**src/rtl/axi_w_order_m3.sv**
```systemverilog
// Write-order tracker: FIFO of one-hot AW winners whose head drives the W-channel grant.
// Optional W_ORDER_BYPASS_EN: zero-latency grant on a push into an empty FIFO.
module axi_w_order_m3 #(
  parameter int NUM_MASTER = 3,
  parameter int DEPTH      = 4,
  parameter int WIDTH_CNT  = $clog2(DEPTH + 1)
) (
  input  logic                  ACLK,
  input  logic                  ARESETn,
  input  logic [NUM_MASTER-1:0] AW_VALID,
  input  logic [NUM_MASTER-1:0] AW_READY,
  input  logic                  S_WVALID,
  input  logic                  S_WREADY,
  input  logic                  S_WLAST,
  output logic [NUM_MASTER-1:0] w_order_grant,
  output logic                  aw_stall,
  output logic [WIDTH_CNT-1:0]  order_cnt,
  output logic                  order_err
);

  localparam int PTR_W = (DEPTH > 1) ? $clog2(DEPTH) : 1;

  logic [NUM_MASTER-1:0] mem_q [DEPTH];
  logic [PTR_W-1:0]      wr_ptr_q, wr_ptr_d;
  logic [PTR_W-1:0]      rd_ptr_q, rd_ptr_d;
  logic [WIDTH_CNT-1:0]  count_q, count_d;
  logic                  err_q, err_d;

  logic [NUM_MASTER-1:0] push_vec;
  logic                  push_onehot, push_multi, wlast_hs;
  logic                  empty, full, push_ok, pop;

  assign push_vec    = AW_VALID & AW_READY;
  assign push_onehot = $onehot(push_vec);
  assign push_multi  = (push_vec != '0) && !push_onehot;
  assign wlast_hs    = S_WVALID & S_WREADY & S_WLAST;
  assign empty       = (count_q == '0);
  assign full        = (count_q == WIDTH_CNT'(DEPTH));

  // NOTE: every signal written in always_comb gets a default first, so no path leaves it unassigned and no latch is inferred.
  always_comb begin
    pop      = 1'b0;
    push_ok  = 1'b0;
    err_d    = 1'b0;
    wr_ptr_d = wr_ptr_q;
    rd_ptr_d = rd_ptr_q;
    count_d  = count_q;

`ifdef W_ORDER_BYPASS_EN
    // A WLAST on the bypassed grant retires the entry in the same cycle it is written.
    pop = wlast_hs && (!empty || push_onehot);
`else
    pop = wlast_hs && !empty;
`endif
    push_ok = push_onehot && (!full || pop);

    err_d = push_multi || (push_onehot && !push_ok) || (wlast_hs && !pop);

    if (push_ok) wr_ptr_d = wr_ptr_q + PTR_W'(1);
    if (pop)     rd_ptr_d = rd_ptr_q + PTR_W'(1);

    unique case ({push_ok, pop})
      2'b10:   count_d = count_q + WIDTH_CNT'(1);
      2'b01:   count_d = count_q - WIDTH_CNT'(1);
      default: count_d = count_q;
    endcase
  end

  // NOTE: state registers use non-blocking assignments so every flop samples pre-edge values regardless of statement order.
  always_ff @(posedge ACLK) begin
    if (!ARESETn) begin
      wr_ptr_q <= '0;
      rd_ptr_q <= '0;
      count_q  <= '0;
      err_q    <= 1'b0;
      // NOTE: the order storage is tiny and a stale one-hot must never reach the mux, so it is cleared on reset like any flop.
      for (int i = 0; i < DEPTH; i++) mem_q[i] <= '0;
    end else begin
      wr_ptr_q <= wr_ptr_d;
      rd_ptr_q <= rd_ptr_d;
      count_q  <= count_d;
      err_q    <= err_d;
      if (push_ok) mem_q[wr_ptr_q] <= push_vec;
    end
  end

  always_comb begin
    w_order_grant = empty ? '0 : mem_q[rd_ptr_q];
`ifdef W_ORDER_BYPASS_EN
    if (empty && push_onehot) w_order_grant = push_vec;
`endif
  end

  assign aw_stall  = full;
  assign order_cnt = count_q;
  assign order_err = err_q;

endmodule

```
**config.mk**
```make
export PLATFORM = sky130hd
export DESIGN_NAME = axi_w_order_m3
export DESIGN_NICKNAME = d
export VERILOG_FILES = /design/src/rtl/axi_w_order_m3.sv
export SDC_FILE = /design/constraint.sdc
export NUM_CORES = 1
export LEC_CHECK = 0
export BUFFER_PORTS_ARGS = -buffer_cell sky130_fd_sc_hd__buf_2
export CORE_UTILIZATION = 54
export CTS_CLUSTER_SIZE = 30
export DETAILED_ROUTE_END_ITERATION = 16
export GPL_TIMING_DRIVEN = 0
export PLACE_DENSITY_LB_ADDON = 0.25
export SYNTH_ARGS = -nofsm -noshare
export SYNTH_HDL_FRONTEND = slang
export SYNTH_SLANG_ARGS = --single-unit
```
**constraint.sdc**
```tcl
create_clock -name ACLK -period 3.6 [get_ports ACLK]
set_clock_uncertainty 0.15 [all_clocks]
set_input_delay 0.18 -clock ACLK [delete_from_list [all_inputs] [get_ports ACLK]]
set_output_delay 0.18 -clock ACLK [all_outputs]
set_load 0.01 [all_outputs]
```
== Yosys cells after proc, flatten, opt, wreduce, memory -nomap -nowiden ==
Memory sizes are Yosys's and may differ from the RTL's. A register that Yosys moved wholly into a read port is not among the register bits.
Cells that the tools add are included.

* Bits in registers: 8
* Bits in writable memories: 12
* Input bits: 11
* Output and inout port bits: 8
* Word-level logic and storage cells: 46
* Memories kept: 1

* Add/subtract/negate cells: 6
* Equal/unequal tests: 4
* Multiplexer cells: 11
* Bitwise logic cells: 3
* Reduce and logical (&&, ||, !) cells: 17

{| class="wikitable"
|+ Memory list
! name !! depth !! width !! read ports !! clocked after memory_dff !! write ports !! RTL line !! text
|-
| mem_q || 4 || 3 || 1 || 1 || 4 || 23 || <nowiki>logic [NUM_MASTER-1:0] mem_q [DEPTH];</nowiki>
|}

{| class="wikitable"
|+ Operators with widths
! operator !! count
|-
| 2-to-1 mux 2 bit || 3
|-
| 2-to-1 mux 3 bit || 2
|-
| one-hot mux 3 bit (2 select lines) || 1
|-
| logical AND 1 bit || 5
|-
| zero test 1 bit || 5
|-
| 2-to-1 mux 1 bit || 5
|-
| adder 2 x 1 -> 2 bit (second input constant) || 2
|-
| == test 2 x 1 -> 1 bit (second input constant) || 2
|-
| adder 3 x 1 -> 3 bit (second input constant) || 1
|-
| AND 3 bit || 1
|-
| == test 3 bit (second input constant) || 1
|-
| zero test 3 bit || 1
|-
| logical OR 1 bit || 3
|-
| nonzero test 3 bit || 1
|-
| OR reduction 3 bit || 1
|-
| subtractor 3 x 1 -> 3 bit (second input constant) || 1
|-
| adder 1 x 1 -> 2 bit || 1
|-
| adder 2 x 1 -> 2 bit || 1
|-
| AND 1 bit || 2
|-
| == test 2 bit (second input constant) || 1
|-
| nonzero test 2 bit || 1
|}

== Depth between registers and ports, before layout ==
* Word-level depth: 10
* Depth in mapped cells: 11

== Worst setup path before layout ==
No wires, ideal clock.

* Kind: input -> register
* Start: in AW_VALID[0]
* End: reg count_q[2] (netlist: order_cnt[2])
* Library setup time: 0.120 ns
* Arrival: 2.695 ns
* Slack: 0.635 ns
* Cell stages on the path: 11
* Cells stage by stage: nand2_1 inv_1 fa_1 nand2b_1 buf_2 buf_1 nand3_1 fa_1 or3_1 and3_1 o31a_1

* Cells in the longest elaborated chain, start to end: 7
* Elaborated cells between the ends (all ways): 9
* Classes of those cells: 2 x add/sub; 3 x eq/ne; 1 x mux; 1 x bitwise; 2 x reduce/logical

{| class="wikitable"
|+ RTL lines
! item !! RTL line !! text
|-
| from (decl) || 10 || <nowiki>input logic [NUM_MASTER-1:0] AW_VALID,</nowiki>
|-
| AND 3 bit * || 33 || <nowiki>assign push_vec = AW_VALID & AW_READY;</nowiki>
|-
| adder 1 x 1 -> 2 bit (not written as such) * || 34 || <nowiki>assign push_onehot = $onehot(push_vec);</nowiki>
|-
| adder 2 x 1 -> 2 bit (not written as such) * || 34 ||
|-
| == test 2 x 1 -> 1 bit * || 34 ||
|-
| logical AND 1 bit * || 55 || <nowiki>push_ok = push_onehot && (!full || pop);</nowiki>
|-
| == test 2 x 1 -> 1 bit / == test 2 bit (equally long branches) || 62 || <nowiki>unique case ({push_ok, pop})</nowiki>
|-
| one-hot mux 3 bit (2 select lines) / nonzero test 2 bit (equally long branches) || n/a ||
|-
| to (signal assigned) || 81 || <nowiki>count_q <= count_d;</nowiki>
|-
| to (decl) || 26 || <nowiki>logic [WIDTH_CNT-1:0] count_q, count_d;</nowiki>
|}

Mark *: on every way between the ends. The rest lies on a longest branch, timed or not.
A chain may end at the register's enable or synchronous reset.

== Worst setup path after layout ==
Same ends and word-level chain as after synthesis.

==> out/metrics.csv <==
stage;metric;value;unit
run_status;status;completed;
worst_setup_path;critical path cell sequence;buf_2 > nand2_1 > inv_1 > fa_1 > nand2b_1 > buf_2 > buf_1 > nand3_1 > fa_1 > or3_1 > and3_1 > o31a_1;
logic_synthesis;most frequent cell after synthesis;edfxtp_1;
power_and_ir_drop;combinational fraction of design power;0.334;
clock_network;Worst-path clk slew;110;ps
grt;vias in the first global route;910;
timing;post-route setup TNS;0;ps
timing;Max Freq;0.328;GHz
placed_design;gpl congestion;0.918;
power_and_ir_drop;Seq pwr share;0.496;
grt;initial antenna violation count;0;
clock_network;Clock Path Buffers;2;
drt;DRT antenna net count;0;
timing;Slew Limit Fails;0;
timing;period utilization;0.848;
clock_network;Clk Latency, worst-skew pair;300;ps
worst_setup_path;CP max stage cell;fa_1;
worst_setup_path;worst flop-to-flop path startpoint;order_cnt[2];
worst_setup_path;worst path bufs/invs;4;
grt;total gr overflow;0;
worst_setup_path;Worst Setup SP;AW_VALID[0];
clock_network;CTS tree;done;
timing;RSZ-0062 raised after global routing;false;
timing;final setup fails;0;
drt;Iter 0 DRT Violations;42;
power_and_ir_drop;Static Leak;0.526;nW
clock_network;TritonCTS Buffers;3;
drt;Via density;5.68;
grt;GRT met2 Usage;0.347;
logic_synthesis;main area contributors after synthesis;edfxtp_1 (30%), dfxtp_1 (17%), mux4_2 (5.7%);
logic_synthesis;sequential-to-total area share from yosys stat;0.472;
logic_synthesis;Distinct cells, synth;33;
placed_design;input/output buffers;18;
timing;Tmin final;3050;ps
flow_run;maxcap violations;0;
clock_network;cts hold-fix bufs;0;
clock_network;post-cts sizing count;0;
worst_setup_path;startpoint types;primary input;
power_and_ir_drop;Peak VDD IR;0.288;mV
layout;Antenna Cells;0;
logic_synthesis;mapped cell area;0.00119;sq mm
placed_design;post-DP HPWL;1760;um
logic_synthesis;Mapped Cells;119;
floorplanning;number of placement rows;16;
floorplanning;Die H;48.9;um
logic_synthesis;syn_nets;132;
timing;Worst Tran Pin Value;531;ps
logic_synthesis;Syn Area/Cell;9.98;sq um
clock_network;clock root buffer;clkbuf_4;
drt;vias;955;
worst_setup_path;critical path class;in2reg;
logic_synthesis;commonest cells in the netlist;edfxtp_1 (12), nor3_1 (11), dfxtp_1 (10), nand2_1 (10);
timing;Hold Violations, Final;0;
floorplanning;Initial Util;0.587;
layout;Final nets;155;
layout;Layout area overhead;12.6;%
drt;Avg WL per Cell;13.7;um
grt;first-pass GRT wire length;4070;um
worst_setup_path;delay-heaviest family, CP;simple AND/OR/NAND/NOR gates;
power_and_ir_drop;NetSw;0.000227;W
clock_network;Sink Count;22;
power_and_ir_drop;internal power;0.000435;W
logic_synthesis;Synth top area share;0.303;
floorplanning;DIE WIDTH;48.9;um
logic_synthesis;predominant post-synthesis flop cell;edfxtp_1;
power_and_ir_drop;pwr/cell area;495;mW/mm^2
grt;GR Layer Usage met3;0.0530;
floorplanning;CORE AREA;0.00202;sq mm
drt;final WL;2310;um
worst_setup_path;CP arrival;3100;ps
logic_synthesis;Synth area leader;edfxtp_1;
layout;Final Non-Filler Cells;168;
worst_setup_path;worst-path maximum fanout;10;
hold_path;worst hold start;ARESETn;
clock_network;Post CTS Setup Buffer Count;0;
floorplanning;I/O pins;19;
logic_synthesis;Async SR Flop Fraction;0;
logic_synthesis;Synth Register Bits;22;
timing;max_slew headroom;0.643;
power_and_ir_drop;Sw Share;0.343;
clock_network;htree depth;1;
grt;largest net degree at the start of global routing;13;
hold_path;worst hold path class;in2reg;
logic_synthesis;Post-synth EDFFs;12;
worst_setup_path;crit end category;flop;
worst_setup_path;Slowest Stage Delay on Critical Path;500;ps
grt;gr usage total;0.222;
worst_setup_path;Required @ worst endpoint;3650;ps
grt;grt met1 use;0.306;
logic_synthesis;Ys Warns;0;
floorplanning;full die area;0.00239;sq mm
drt;Detailed Routing Iterations Pass 1;4;
power_and_ir_drop;clock share of power;0.169;
grt;GRT busiest layer;met2;
placed_design;Post-Place Cells;164;
layout;proportion of layout cells with a drive suffix above 1;0.206;
drt;DR DRC count;0;
==> cell usage in the layout (no fill, tap or decap), types with 4 or more instances in the layout <==
cell type  count
nor2_1         6
and2_1         6
buf_2         20
nor3_1        11
xnor2_1        4
edfxtp_1      12
o21ai_0        6
nand3_1        7
dfxtp_1       10
nand2_1       10
inv_1          7
==> cells by family (layout without fill, tap and decap cells) <==
kind of cell             count (synthesis)  in the layout  share of synthesized area
adder cells (fa/ha/maj)                  2              2                     0.0337
multiplexers                             3              3                     0.0569
buffers and inverters                   12             34                     0.0400
XOR/XNOR                                 4              4                     0.0295
flip-flops                              22             22                      0.472
AO/OA/AOI/OAI                           22             22                      0.130
AND/OR/NAND/NOR                         54             54                      0.238
==> worst reg2reg max path, cell delays in order (launching register included) <==
cell     delay (ps)
dfxtp_1         490
or3_1           270
nand3_1         130
fa_1            440
or3_1           400
and3_1          180
o31a_1          230
==> per-layer routing <==
layer	routed length [um]	vias up
met5	0	-
met2	1050	38
met4	0	0
met1	1110	437
li1	-	480
met3	147	0
==> power by group through the flow <==
stage | clock network (W) | registers (W) | logic, W
2_1_floorplan | 0 | 0.000332 | 0.000156
3_3_place_gp | 0 | 0.000333 | 0.000212
3_5_place_dp | 0 | 0.000333 | 0.000218
4_1_cts | 0.000114 | 0.000328 | 0.000219
5_1_grt | 0.000127 | 0.000335 | 0.000250
6_report | 0.000112 | 0.000329 | 0.000222
==> sequential cells by signal, indices dropped and copies added (netlist names), named ones only <==
name and cells:
mem_q 12, order_cnt 3, order_err 1, rd_ptr_q 2, wr_ptr_q 2
==> path summary, 6_finish.rpt <==
path	cells past startpoint	slack [ps]	endpoint
setup / recovery	12	550	order_cnt[2]
hold / removal	2	60	flop
hold reg to reg	2	410	flop
setup reg to reg	6	1220	order_cnt[2]
==> metrics by stage <==
step	area, sq um	setup WS, ps	power (W)	util	hold slack, ps
2_1_floorplan	1190	635	0.000488	-	184
3_3_place_gp	1310	320	0.000545	0.649	360
3_5_place_dp	1310	262	0.000551	0.649	377
4_1_cts	1340	567	0.000662	0.662	54.9
5_1_grt	1340	371	0.000712	0.662	53.2
6_report	1340	547	0.000662	0.662	60.9
==> cell type report <==
class                           instances  area [sq um]
Tap cell                               27          33.8
Inverter                                7          26.3
Multi-Input combinational cell         85           579
Buffer                                  5          21.3
Timing Repair Buffer                   18          90.1
Fill cell                             176           684
Sequential cell                        22           561
Clock buffer                            4          26.3
Note: power is estimated with default switching activity, not from simulation.
